### config.mk
export PLATFORM = sky130hd
export DESIGN_NAME = register_sequencer
export DESIGN_NICKNAME = d
export VERILOG_FILES = /design/src/rtl/register_sequencer.sv
export SDC_FILE = /design/constraint.sdc
export NUM_CORES = 1
export LEC_CHECK = 0
export BUFFER_PORTS_ARGS = -buffer_cell sky130_fd_sc_hd__buf_2
export CAP_MARGIN = 0
export CORE_ASPECT_RATIO = 1.2
export CORE_MARGIN = 1
export CORE_UTILIZATION = 32
export CTS_CLUSTER_DIAMETER = 150
export CTS_CLUSTER_SIZE = 28
export DETAILED_ROUTE_END_ITERATION = 10
export SYNTH_ARGS = -nofsm -noshare
export SYNTH_HDL_FRONTEND = slang
export SYNTH_SLANG_ARGS = --single-unit
### constraint.sdc
create_clock -name clk -period 2.4 [get_ports clk]
set_clock_uncertainty 0.05 [all_clocks]
set_input_delay 0.72 -clock clk [delete_from_list [all_inputs] [get_ports clk]]
set_output_delay 0.72 -clock clk [all_outputs]
set_load 0.005 [all_outputs]
### src/rtl/register_sequencer.sv
// Expands one accepted command into a train of single-cycle strobes for a 4-bit universal register.
// Strobes start the cycle after acceptance; done follows the last strobe; cmd_ready returns the cycle after done.
module register_sequencer #(
    parameter int CNT_W = 4
) (
    input  logic             clk,
    input  logic             rst_n,
    input  logic             cmd_valid,
    output logic             cmd_ready,
    input  logic [2:0]       cmd_op,
    input  logic [3:0]       cmd_data,
    input  logic [CNT_W-1:0] cmd_cnt,
    input  logic             cmd_abort,
    input  logic [3:0]       reg_q,
    output logic             cl,
    output logic             ld,
    output logic [3:0]       ld_data,
    output logic             inc,
    output logic             dec,
    output logic             sr,
    output logic             sl,
    output logic             ir,
    output logic             il,
    output logic             busy,
    output logic             done,
    output logic             aborted
);

    typedef enum logic [1:0] {IDLE, EXEC, DONE} state_t;

    localparam logic [2:0] OP_NOP  = 3'd0;
    localparam logic [2:0] OP_CLR  = 3'd1;
    localparam logic [2:0] OP_LOAD = 3'd2;
    localparam logic [2:0] OP_INC  = 3'd3;
    localparam logic [2:0] OP_DEC  = 3'd4;
    localparam logic [2:0] OP_SHR  = 3'd5;
    localparam logic [2:0] OP_SHL  = 3'd6;
    localparam logic [2:0] OP_ROR  = 3'd7;

    localparam logic [CNT_W-1:0] CNT_ONE = {{(CNT_W-1){1'b0}}, 1'b1};

    state_t           state;
    logic [2:0]       op_q;
    logic [3:0]       data_q;
    logic [CNT_W-1:0] rem_q;
    logic [5:0]       stb_q;
    logic             acc_rep;
    logic             acc_zero;

    // Strobe order in the mask: {cl, ld, inc, dec, sr, sl}
    function automatic logic [5:0] strobe_of(input logic [2:0] op);
        case (op)
            OP_CLR:         strobe_of = 6'b100000;
            OP_LOAD:        strobe_of = 6'b010000;
            OP_INC:         strobe_of = 6'b001000;
            OP_DEC:         strobe_of = 6'b000100;
            OP_SHR, OP_ROR: strobe_of = 6'b000010;
            OP_SHL:         strobe_of = 6'b000001;
            default:        strobe_of = 6'b000000;
        endcase
    endfunction

    assign acc_rep  = (cmd_op >= OP_INC);
    assign acc_zero = (cmd_op == OP_NOP) || (acc_rep && (cmd_cnt == '0));

    assign {cl, ld, inc, dec, sr, sl} = stb_q;

    // Rotate feeds the current LSB back in; it must track reg_q within the strobe cycle.
    assign ir = sr & ((op_q == OP_ROR) ? reg_q[0] : data_q[0]);
    assign il = sl & data_q[0];

    always_ff @(posedge clk or negedge rst_n) begin
        if (!rst_n) begin
            state     <= IDLE;
            cmd_ready <= 1'b1;
            op_q      <= '0;
            data_q    <= '0;
            rem_q     <= '0;
            stb_q     <= '0;
            ld_data   <= '0;
            busy      <= 1'b0;
            done      <= 1'b0;
            aborted   <= 1'b0;
        end else begin
            case (state)
                IDLE: begin
                    done    <= 1'b0;
                    aborted <= 1'b0;
                    if (cmd_valid && cmd_ready) begin
                        op_q      <= cmd_op;
                        data_q    <= cmd_data;
                        cmd_ready <= 1'b0;
                        if (acc_zero) begin
                            state <= DONE;
                            done  <= 1'b1;
                            rem_q <= '0;
                        end else begin
                            state   <= EXEC;
                            busy    <= 1'b1;
                            stb_q   <= strobe_of(cmd_op);
                            ld_data <= (cmd_op == OP_LOAD) ? cmd_data : 4'h0;
                            // Remaining strobes after the one issued on this edge
                            rem_q   <= acc_rep ? (cmd_cnt - CNT_ONE) : '0;
                        end
                    end
                end
                EXEC: begin
                    if (cmd_abort || (rem_q == '0)) begin
                        state   <= DONE;
                        stb_q   <= '0;
                        ld_data <= '0;
                        busy    <= 1'b0;
                        done    <= 1'b1;
                        aborted <= cmd_abort;
                    end else begin
                        rem_q <= rem_q - CNT_ONE;
                    end
                end
                DONE: begin
                    state     <= IDLE;
                    done      <= 1'b0;
                    aborted   <= 1'b0;
                    cmd_ready <= 1'b1;
                end
                default: begin
                    state     <= IDLE;
                    stb_q     <= '0;
                    busy      <= 1'b0;
                    done      <= 1'b0;
                    aborted   <= 1'b0;
                    cmd_ready <= 1'b1;
                end
            endcase
        end
    end

endmodule

==> impl_metrics.ini, run 1 <==
[outcome]
outcome = complete, no violations

[finish]
final_nets = 169
fillers = 372
area.growth.synth_to_final_pct = 22.1
drive_gt1_share_pct = 29.9
utilization_pct = 41.0
diodes = 0
fin_area_mm2 = 0.00149

[setup_path]
rr_startpoint = rem_q[0]
cpPeakStageDelay_ps = 390
worst-setup-path-type = input port to flip-flop
reg2reg_slack_ps = 590
worstReg2RegEnd = stb_q[5]
cp_slowest_cell = nor3b_1
cp.arrival_ps = 2120
worstRegToRegCells = 6
worst_setup_path_start_kind = input port
cp_max_fo = 4
path_cells = buf_2 > inv_1 > ha_1 > nor3b_1 > a21oi_1 > o21ba_1 > a211oi_1
critPathRequiredTime_ps = 2540
end_kind = flip-flop

[yosys]
synth_edf_count = 0
synth_top_flop_cell = dfrtp_1
synth-async-reset-ratio_pct = 100
muxShareOfSynthArea_pct = 1.64
synth_nets = 136
synth_fa_ha_area_share_pct = 2.05
syn_inst = 115
yosysTopAreaCellShare_pct = 47.1
synthSimpleGateAreaFrac_pct = 21.4
synth_top_family_by_area = simple AND/OR/NAND/NOR gates
synth-seq-area-share_pct = 49.3
yosys_register_bits = 24
yosysWarnings = 0
syn_avg_cell_area_um2 = 10.6
synthTopCellsByArea = dfrtp_1, a22o_1, nand2_1
synth_cell_types = 43
synth_xor_area_share_pct = 0.717
yosysTopAreaCell = dfrtp_1
synth_compound_area_share_pct = 20.7
netlist_area_mm2 = 0.00122

[power]
vdd_drop_max_mv = 0.326
p_leak_nw = 0.772
power.density_mw_per_mm2 = 1040

[detailed_routing]
vias = 980
drcViolationCount = 0
first_pass_iters = 4
drt-total-wl_um = 2590
ant_nets = 0
wl_per_cell_um = 13.0
drt_iter0_drc = 18
via_per_inst = 4.92

[timing]
max_slew_margin_pct = 64.4
setup_viol = 0
finalWorstSetupSlack_ps = 421
hold_violations = 0
max_freq_mhz = 505
fin_hold_ws_ps = 362
finalCritPeriodShare_pct = 82.4
drv_slew = 0
fin_crit_ps = 1980
worst_pin_slew_ps = 534
rsz0062_at_grt = no
setup_tns_ps = 0

[placed_design]
dp_worst_setup_slack_ps = 178
place_hpwl_um = 2000
placed_area_mm2 = 0.00142
portBuffers = 31
finalWeightedCongestion = 0.832

[clock_tree]
hold_buffers = 0
clock_latency_ps = 270
cts_buffers = 3
cts.sinks = 24
cts_root_buf = clkbuf_8
clk_pin_slew_ps = 90
clk_path_buf_depth = 2
cts_setup_buffers = 0
cts_tree = built
h-tree-depth = 1
ctsResizeCount = 0

[die]
initial_utilization_pct = 33.6
die_w_um = 58.4
core_mm2 = 0.00363
fp-row-count = 24
fp.dieH_um = 69.7
die_area_mm2 = 0.00407
io_pins = 35

[hold_path]
holdCritPathClass = input port to async pin

[global_routing]
grt_max_degree = 25
grt_pass1_wl_um = 4360
overflow = 0
track_usage_pct = 14.2
grt_pass1_vias = 962
antenna_found_initial = 0

[flow_run]
maxCapViolations = 0
==> stage by stage <==
stage                     instances  power (mW)
after floorplan                 115        1.03
after global placement          195        1.19
after detailed placement        195        1.21
after CTS                       199        1.57
after global routing            199        1.66
final                           199        1.55
==> synthesized netlist by cell type (all sizes together) (3+ instances only) <==
cell and instances:
a21o 3, inv 8, o21ai 8, nor3b 3
nand2 12, nor3 4, nor2 7, a21oi 4
a22o 8, nand3 3, buf 3, dfrtp 23
==> how the worst max path moves through the flow <==
| stage | from | to | slack (ps) | cells after the start |
|---|---|---|---|---|
| global route | cmd_cnt[0] | state[1] | 320 | 7 |
| floorplan | cmd_cnt[0] | stb_q[0] | 500 | 5 |
| global placement | cmd_cnt[0] | stb_q[5] | 220 | 7 |
| CTS | cmd_cnt[0] | stb_q[5] | 450 | 7 |
| finish | cmd_cnt[0] | state[1] | 420 | 7 |
| detailed placement | cmd_cnt[0] | state[1] | 180 | 7 |
==> registers in the layout, indices dropped and copies added (netlist names) <==
| name | count |
|---|---|
| aborted | 1 |
| busy | 1 |
| cmd_ready | 1 |
| data_q | 1 |
| done | 1 |
| ld_data | 4 |
| op_q | 3 |
| rem_q | 4 |
| state | 2 |
| stb_q | 6 |
==> cells in the final DEF (no fill, tap or decap), drive strengths merged, types with 4 or more instances in the layout <==
master	n
buf	31
dfrtp	23
inv	8
o21ai	8
nor2	7
a21oi	4
nor3	4
a22o	8
nand2	12
==> metal layers <==
layer  up-vias  wire, um  track usage, %
li1        484         -               -
met1       465      1220            18.4
met2        26      1230            22.9
met3         5        96            2.24
met4         0        47            6.35
met5         -         0               0
==> power breakdown <==
group / switching (mW) / internal, mW / total (mW)
logic: 0.285 / 0.246 / 0.531
clock network: 0.138 / 0.223 / 0.361
registers: 0.104 / 0.552 / 0.656
==> layout make-up <==
class	count	area, um2	share of cell area (%)
Clock buffer	3	41.3	2.77
Multi-Input combinational cell	80	568	38.1
Clock inverter	1	30.0	2.01
Timing Repair Buffer	31	155	10.4
Sequential cell	24	602	40.4
Inverter	8	30.0	2.01
Tap cell	52	65.1	4.36
==> logic make-up after synthesis <==
kind of cell	Yosys count
fa+ha+maj	2
simple gates	42
flops	24
buf+inv	11
xor+xnor	1
mux	2
compound gates	33
==> critical path, delay by kind of cell <==
kind | cells | cell delay (ps)
and+or+nand+nor | 1 | 390
adders and majority gates | 1 | 190
buffers and inverters | 2 | 170
AOI/OAI and AO/OA | 3 | 650
No activity file was read; power rests on OpenSTA's default activity.
==> run 2: changes to the inputs <==
--- a/config.mk
+++ b/config.mk
@@ -5,6 +5,7 @@
 export SDC_FILE = /design/constraint.sdc
 export NUM_CORES = 1
 export LEC_CHECK = 0
+export ABC_AREA = 1
 export BUFFER_PORTS_ARGS = -buffer_cell sky130_fd_sc_hd__buf_2
 export CAP_MARGIN = 0
 export CORE_ASPECT_RATIO = 1.2
==> constraint.sdc (replaced) <==
create_clock -name clk -period 1.9 [get_ports clk]
set_clock_uncertainty 0.05 [all_clocks]
set_input_delay 0.57 -clock clk [delete_from_list [all_inputs] [get_ports clk]]
set_output_delay 0.57 -clock clk [all_outputs]
set_load 0.005 [all_outputs]
==> impl_metrics.ini, run 2 <==
[setup_path]
worst_setup_path_start_kind = flip-flop
reg2reg_slack_ps = 390
worstRegToRegCells = 7
cp.arrival_ps = 1060
worstReg2RegEnd = ld_data[0]
end_kind = primary output
rr_startpoint = rem_q[0]
worst-setup-path-type = flip-flop to primary output
critPathRequiredTime_ps = 1280
cp_max_fo = 2

[detailed_routing]
first_pass_iters = 4
wl_per_cell_um = 10.1
vias = 1112
drcViolationCount = 0
ant_nets = 0
drt-total-wl_um = 2580
via_per_inst = 4.38
drt_iter0_drc = 40

[global_routing]
grtUsageMet1_pct = 18.4
antenna_found_initial = 0
grt_max_degree = 25
grtUsageMet3_pct = 1.81
busiest_layer = met2
met2_usage_pct = 23.0
grt_pass1_vias = 1093
track_usage_pct = 14.2
overflow = 0
grt_pass1_wl_um = 4630

[yosys]
syn_inst = 165
synth_fa_ha_area_share_pct = 1.93
yosysMostFrequentCell = nand2_1
synth.top_cells.by_count = nand2_1, dfrtp_1, inv_1, nor2_1, nand3_1
yosysWarnings = 0
synth-async-reset-ratio_pct = 100
synth-seq-area-share_pct = 46.4
yosys_register_bits = 24
netlist_area_mm2 = 0.00130
synth_edf_count = 0
synthTopCellsByArea = dfrtp_1, nand2_1, inv_1
syn_avg_cell_area_um2 = 7.86
muxShareOfSynthArea_pct = 0
synth_xor_area_share_pct = 0.676
synth_top_family_by_area = simple AND/OR/NAND/NOR gates
yosysTopAreaCell = dfrtp_1
synth_nets = 186
synth_cell_types = 25
yosysTopAreaCellShare_pct = 44.4
synth_top_flop_cell = dfrtp_1
synth_compound_area_share_pct = 7.53
synthSimpleGateAreaFrac_pct = 36.8

[die]
io_pins = 35
fp-row-count = 25
die_area_mm2 = 0.00431
initial_utilization_pct = 33.2
die_w_um = 60.1
fp.dieH_um = 71.7
core_mm2 = 0.00391

[finish]
drive_gt1_share_pct = 27.0
final_cell_mix = nand2_1, buf_2, dfrtp_1
diodes = 0
layout_commonest_cell = nand2_1
area.growth.synth_to_final_pct = 21.4
largest_reg_flops = 6
reg_top3 = stb_q: 6 flops, ld_data: 4 flops, rem_q: 4 flops
largest-register = stb_q
final_nets = 222

[power]
clkPwrFrac_pct = 17.2
p_leak_nw = 0.902
power.total_mw = 2.03
switchingPower_mw = 0.828
combPwrFrac_pct = 43.1
vdd_drop_max_mv = 0.374
swShare_pct = 40.8
power.density_mw_per_mm2 = 1290
p_int_mw = 1.20
pwr-share-seq_pct = 39.7

[timing]
worst_pin_slew_ps = 546
max_freq_mhz = 595
max_slew_margin_pct = 63.6
fin_crit_ps = 1680
drv_slew = 0
hold_violations = 0
finalCritPeriodShare_pct = 88.4
setup_tns_ps = 0
rsz0062_at_grt = no
setup_viol = 0

[outcome]
outcome = complete, no violations

[clock_tree]
clk_path_buf_depth = 2
ctsResizeCount = 0
cts_buffers = 3
cts_root_buf = clkbuf_8
clk_pin_slew_ps = 90
cts.sinks = 24
hold_buffers = 0
clock_latency_ps = 270
cts_setup_buffers = 0
h-tree-depth = 1
cts_tree = built

[flow_run]
maxCapViolations = 0

[hold_path]
holdCritPathClass = input port to async pin

[placed_design]
finalWeightedCongestion = 0.837
place_hpwl_um = 2010
portBuffers = 31
run 2: changes by cell type after synthesis, moves of 3 or more:
cell and delta:
nand2_1 +43, inv_2 +3, o21ai_0 +3, a21o_1 -3, nand3_1 +10, nor2_1 +7, nand4_1 +3, o22ai_1 +3
nand2_4 +3, o21ai_1 -3, nand2_2 +3, inv_1 +11, a22o_1 -8
run 2: worst max-delay path: stages (launching register included):
cell and delay [ps]:
dfrtp_1 390, nand3_1 100, o21ai_0 70, a21oi_1 110
buf_2 120
run 2: kinds of logic after synthesis:
logic type / count (synthesis)
simple gates: 100
flops: 24
buf+inv: 23
compound gates: 15
fa+ha+maj: 2
xor+xnor: 1
run 2: power by group through the flow:
stage	clock network, mW	registers, mW	logic (mW)
2_1_floorplan	0	0.807	0.646
3_3_place_gp	0	0.818	0.881
3_5_place_dp	0	0.817	0.890
4_1_cts	0.362	0.808	0.893
5_1_grt	0.375	0.829	1.02
6_report	0.350	0.805	0.874
run 2: cell type report:
| type | count | area [um2] |
|---|---|---|
| multi-input cells | 118 | 608 |
| clock buffers | 4 | 55.1 |
| flip-flops and latches | 24 | 602 |
| inverters | 23 | 86.3 |
| well taps | 54 | 67.6 |
| fillers | 426 | 2340 |
| repair buffers | 31 | 155 |
run 2: worst max-delay path by stage:
stage | startpoint | end | slack [ps] | cells after the start
after global routing | op_q[2] | ir | 90 | 4
after global placement | cmd_cnt[0] | stb_q[4] | 210 | 9
after CTS | op_q[2] | ir | 200 | 4
after floorplan | cmd_cnt[0] | stb_q[1] | 430 | 8
after detailed placement | cmd_cnt[0] | stb_q[4] | 190 | 9
final | op_q[2] | ir | 220 | 4
run 2: metal layers:
metal,part of all wire [%],vias to the layer above
met4,2.4,0
met1,46,493
li1,-,595
met2,50,19
met5,0,-
met3,2.4,5
run 2: stage by stage:
stage / util (%) / hold WS (ps) / std cells / worst slack, ps / area [um2]
after floorplan: - / 224 / 165 / 427 / 1300
after global placement: 38.8 / 402 / 250 / 207 / 1520
after detailed placement: 38.8 / 407 / 250 / 186 / 1520
after CTS: 40.3 / 247 / 254 / 199 / 1570
after global routing: 40.3 / 261 / 254 / 92.2 / 1570
final: 40.3 / 222 / 254 / 221 / 1570
==> run 3: changes to the inputs <==
==> constraint.sdc (replaced) <==
create_clock -name clk -period 2.15 [get_ports clk]
set_clock_uncertainty 0.05 [all_clocks]
set_input_delay 0.645 -clock clk [delete_from_list [all_inputs] [get_ports clk]]
set_output_delay 0.645 -clock clk [all_outputs]
set_load 0.005 [all_outputs]
==> impl_metrics.ini, run 3 (synthesis gave the netlist of run 2 again) <==
[outcome]
outcome = complete, no violations

[die]
die_area_mm2 = 0.00431
initial_utilization_pct = 33.2
io_pins = 35
fp.dieH_um = 71.7
die_w_um = 60.1
fp-row-count = 25
core_mm2 = 0.00391

[global_routing]
grt_pass1_wl_um = 4460
antenna_found_initial = 0
grt_pass1_vias = 1021
track_usage_pct = 13.5
grt_max_degree = 25
overflow = 0

[detailed_routing]
vias = 1128
first_pass_iters = 3
drt-total-wl_um = 2630
drt_iter0_drc = 41
via_per_inst = 4.44
ant_nets = 0
drcViolationCount = 0
wl_per_cell_um = 10.3

[timing]
worst_pin_slew_ps = 541
max_freq_mhz = 573
max_slew_margin_pct = 63.9
setup_viol = 0
rsz0062_at_grt = no
hold_violations = 0
finalCritPeriodShare_pct = 81.2
drv_slew = 0
finalWorstSetupSlack_ps = 405
fin_crit_ps = 1740
setup_tns_ps = 0

[finish]
diodes = 0
largest_reg_flops = 6
area.growth.synth_to_final_pct = 21.4
final_nets = 222
final_cell_mix = nand2_1, buf_2, dfrtp_1
reg_top3 = stb_q: 6 flops, ld_data: 4 flops, rem_q: 4 flops
fillers = 408
utilization_pct = 40.3
fin_area_mm2 = 0.00157
largest-register = stb_q
drive_gt1_share_pct = 27.0
layout_commonest_cell = nand2_1

[flow_run]
maxCapViolations = 0

[placed_design]
place_hpwl_um = 2040
dp_worst_setup_slack_ps = 353
portBuffers = 31
finalWeightedCongestion = 0.838
placed_area_mm2 = 0.00152

[setup_path]
critPathRequiredTime_ps = 1450
cp_top_family = flip-flops
cp.arrival_ps = 1050
cp_num_buf_inv = 1
end_kind = primary output
path_cells = nand3_1 > o21ai_0 > a21oi_1 > buf_2
rr_startpoint = rem_q[0]
cpPeakStageDelay_ps = 390
cp_slowest_cell = dfrtp_1
worst-setup-path-type = flip-flop to primary output
cp_max_fo = 2
worst_setup_path_start_kind = flip-flop
critPathLaunch = op_q[2]

[power]
switchingPower_mw = 0.733
vdd_drop_max_mv = 0.273
clkPwrFrac_pct = 17.1
pwr-share-seq_pct = 39.8
power.density_mw_per_mm2 = 1140
p_int_mw = 1.06
combPwrFrac_pct = 43.2
swShare_pct = 40.9
p_leak_nw = 0.902
power.total_mw = 1.79

[hold_path]
holdCritPathClass = input port to async pin

[clock_tree]
clk_path_buf_depth = 2
hold_buffers = 0
cts_setup_buffers = 0
h-tree-depth = 1
cts_buffers = 3
cts.sinks = 24
ctsResizeCount = 0
clock_latency_ps = 260
clk_pin_slew_ps = 90
cts_root_buf = clkbuf_8
cts_tree = built
run 3: cell counts in the layout (fill, tap and decap cells not counted):
Identical to the previous run, type by type.
run 3: final timing paths:
path	cells after the start	end	slack, ps
setup / recovery	4	ir	410
hold / removal	1	stb_q[2]	300
setup reg to reg	7	ld_data[0]	660
hold reg to reg	2	ld_data[3]	420
max in group asynchronous	1	cmd_ready	1380
min in group clk	2	ld_data[3]	420
run 3: layout make-up:
class / instances / area, um2 / area share [%]
well taps: 54 / 67.6 / 4.29
inverters: 23 / 86.3 / 5.48
clock buffers: 4 / 55.1 / 3.50
multi-input cells: 118 / 608 / 38.6
repair buffers: 31 / 155 / 9.86
flip-flops and latches: 24 / 602 / 38.2
run 3: per-layer routing:
layer / global-route usage, % / vias to the layer above / share of wire, %
li1: - / 594 / -
met5: 0 / - / 0
met2: 22.8 / 16 / 49
met4: 4.65 / 0 / 1.9
met1: 17.4 / 514 / 47
met3: 1.62 / 4 / 1.8
run 3: power by group through the flow:
stage          Clock (mW)  Combinational (mW)  Sequential [mW]
2_1_floorplan           0               0.571            0.713
3_3_place_gp            0               0.779            0.723
3_5_place_dp            0               0.791            0.724
4_1_cts             0.319               0.795            0.717
5_1_grt             0.335               0.896            0.733
6_report            0.306               0.775            0.713
run 3: through the flow:
| stage | cells | hold WS, ps |
|---|---|---|
| after floorplan | 165 | 299 |
| after global placement | 250 | 402 |
| after detailed placement | 250 | 407 |
| after CTS | 254 | 324 |
| after global routing | 254 | 337 |
| final | 254 | 302 |
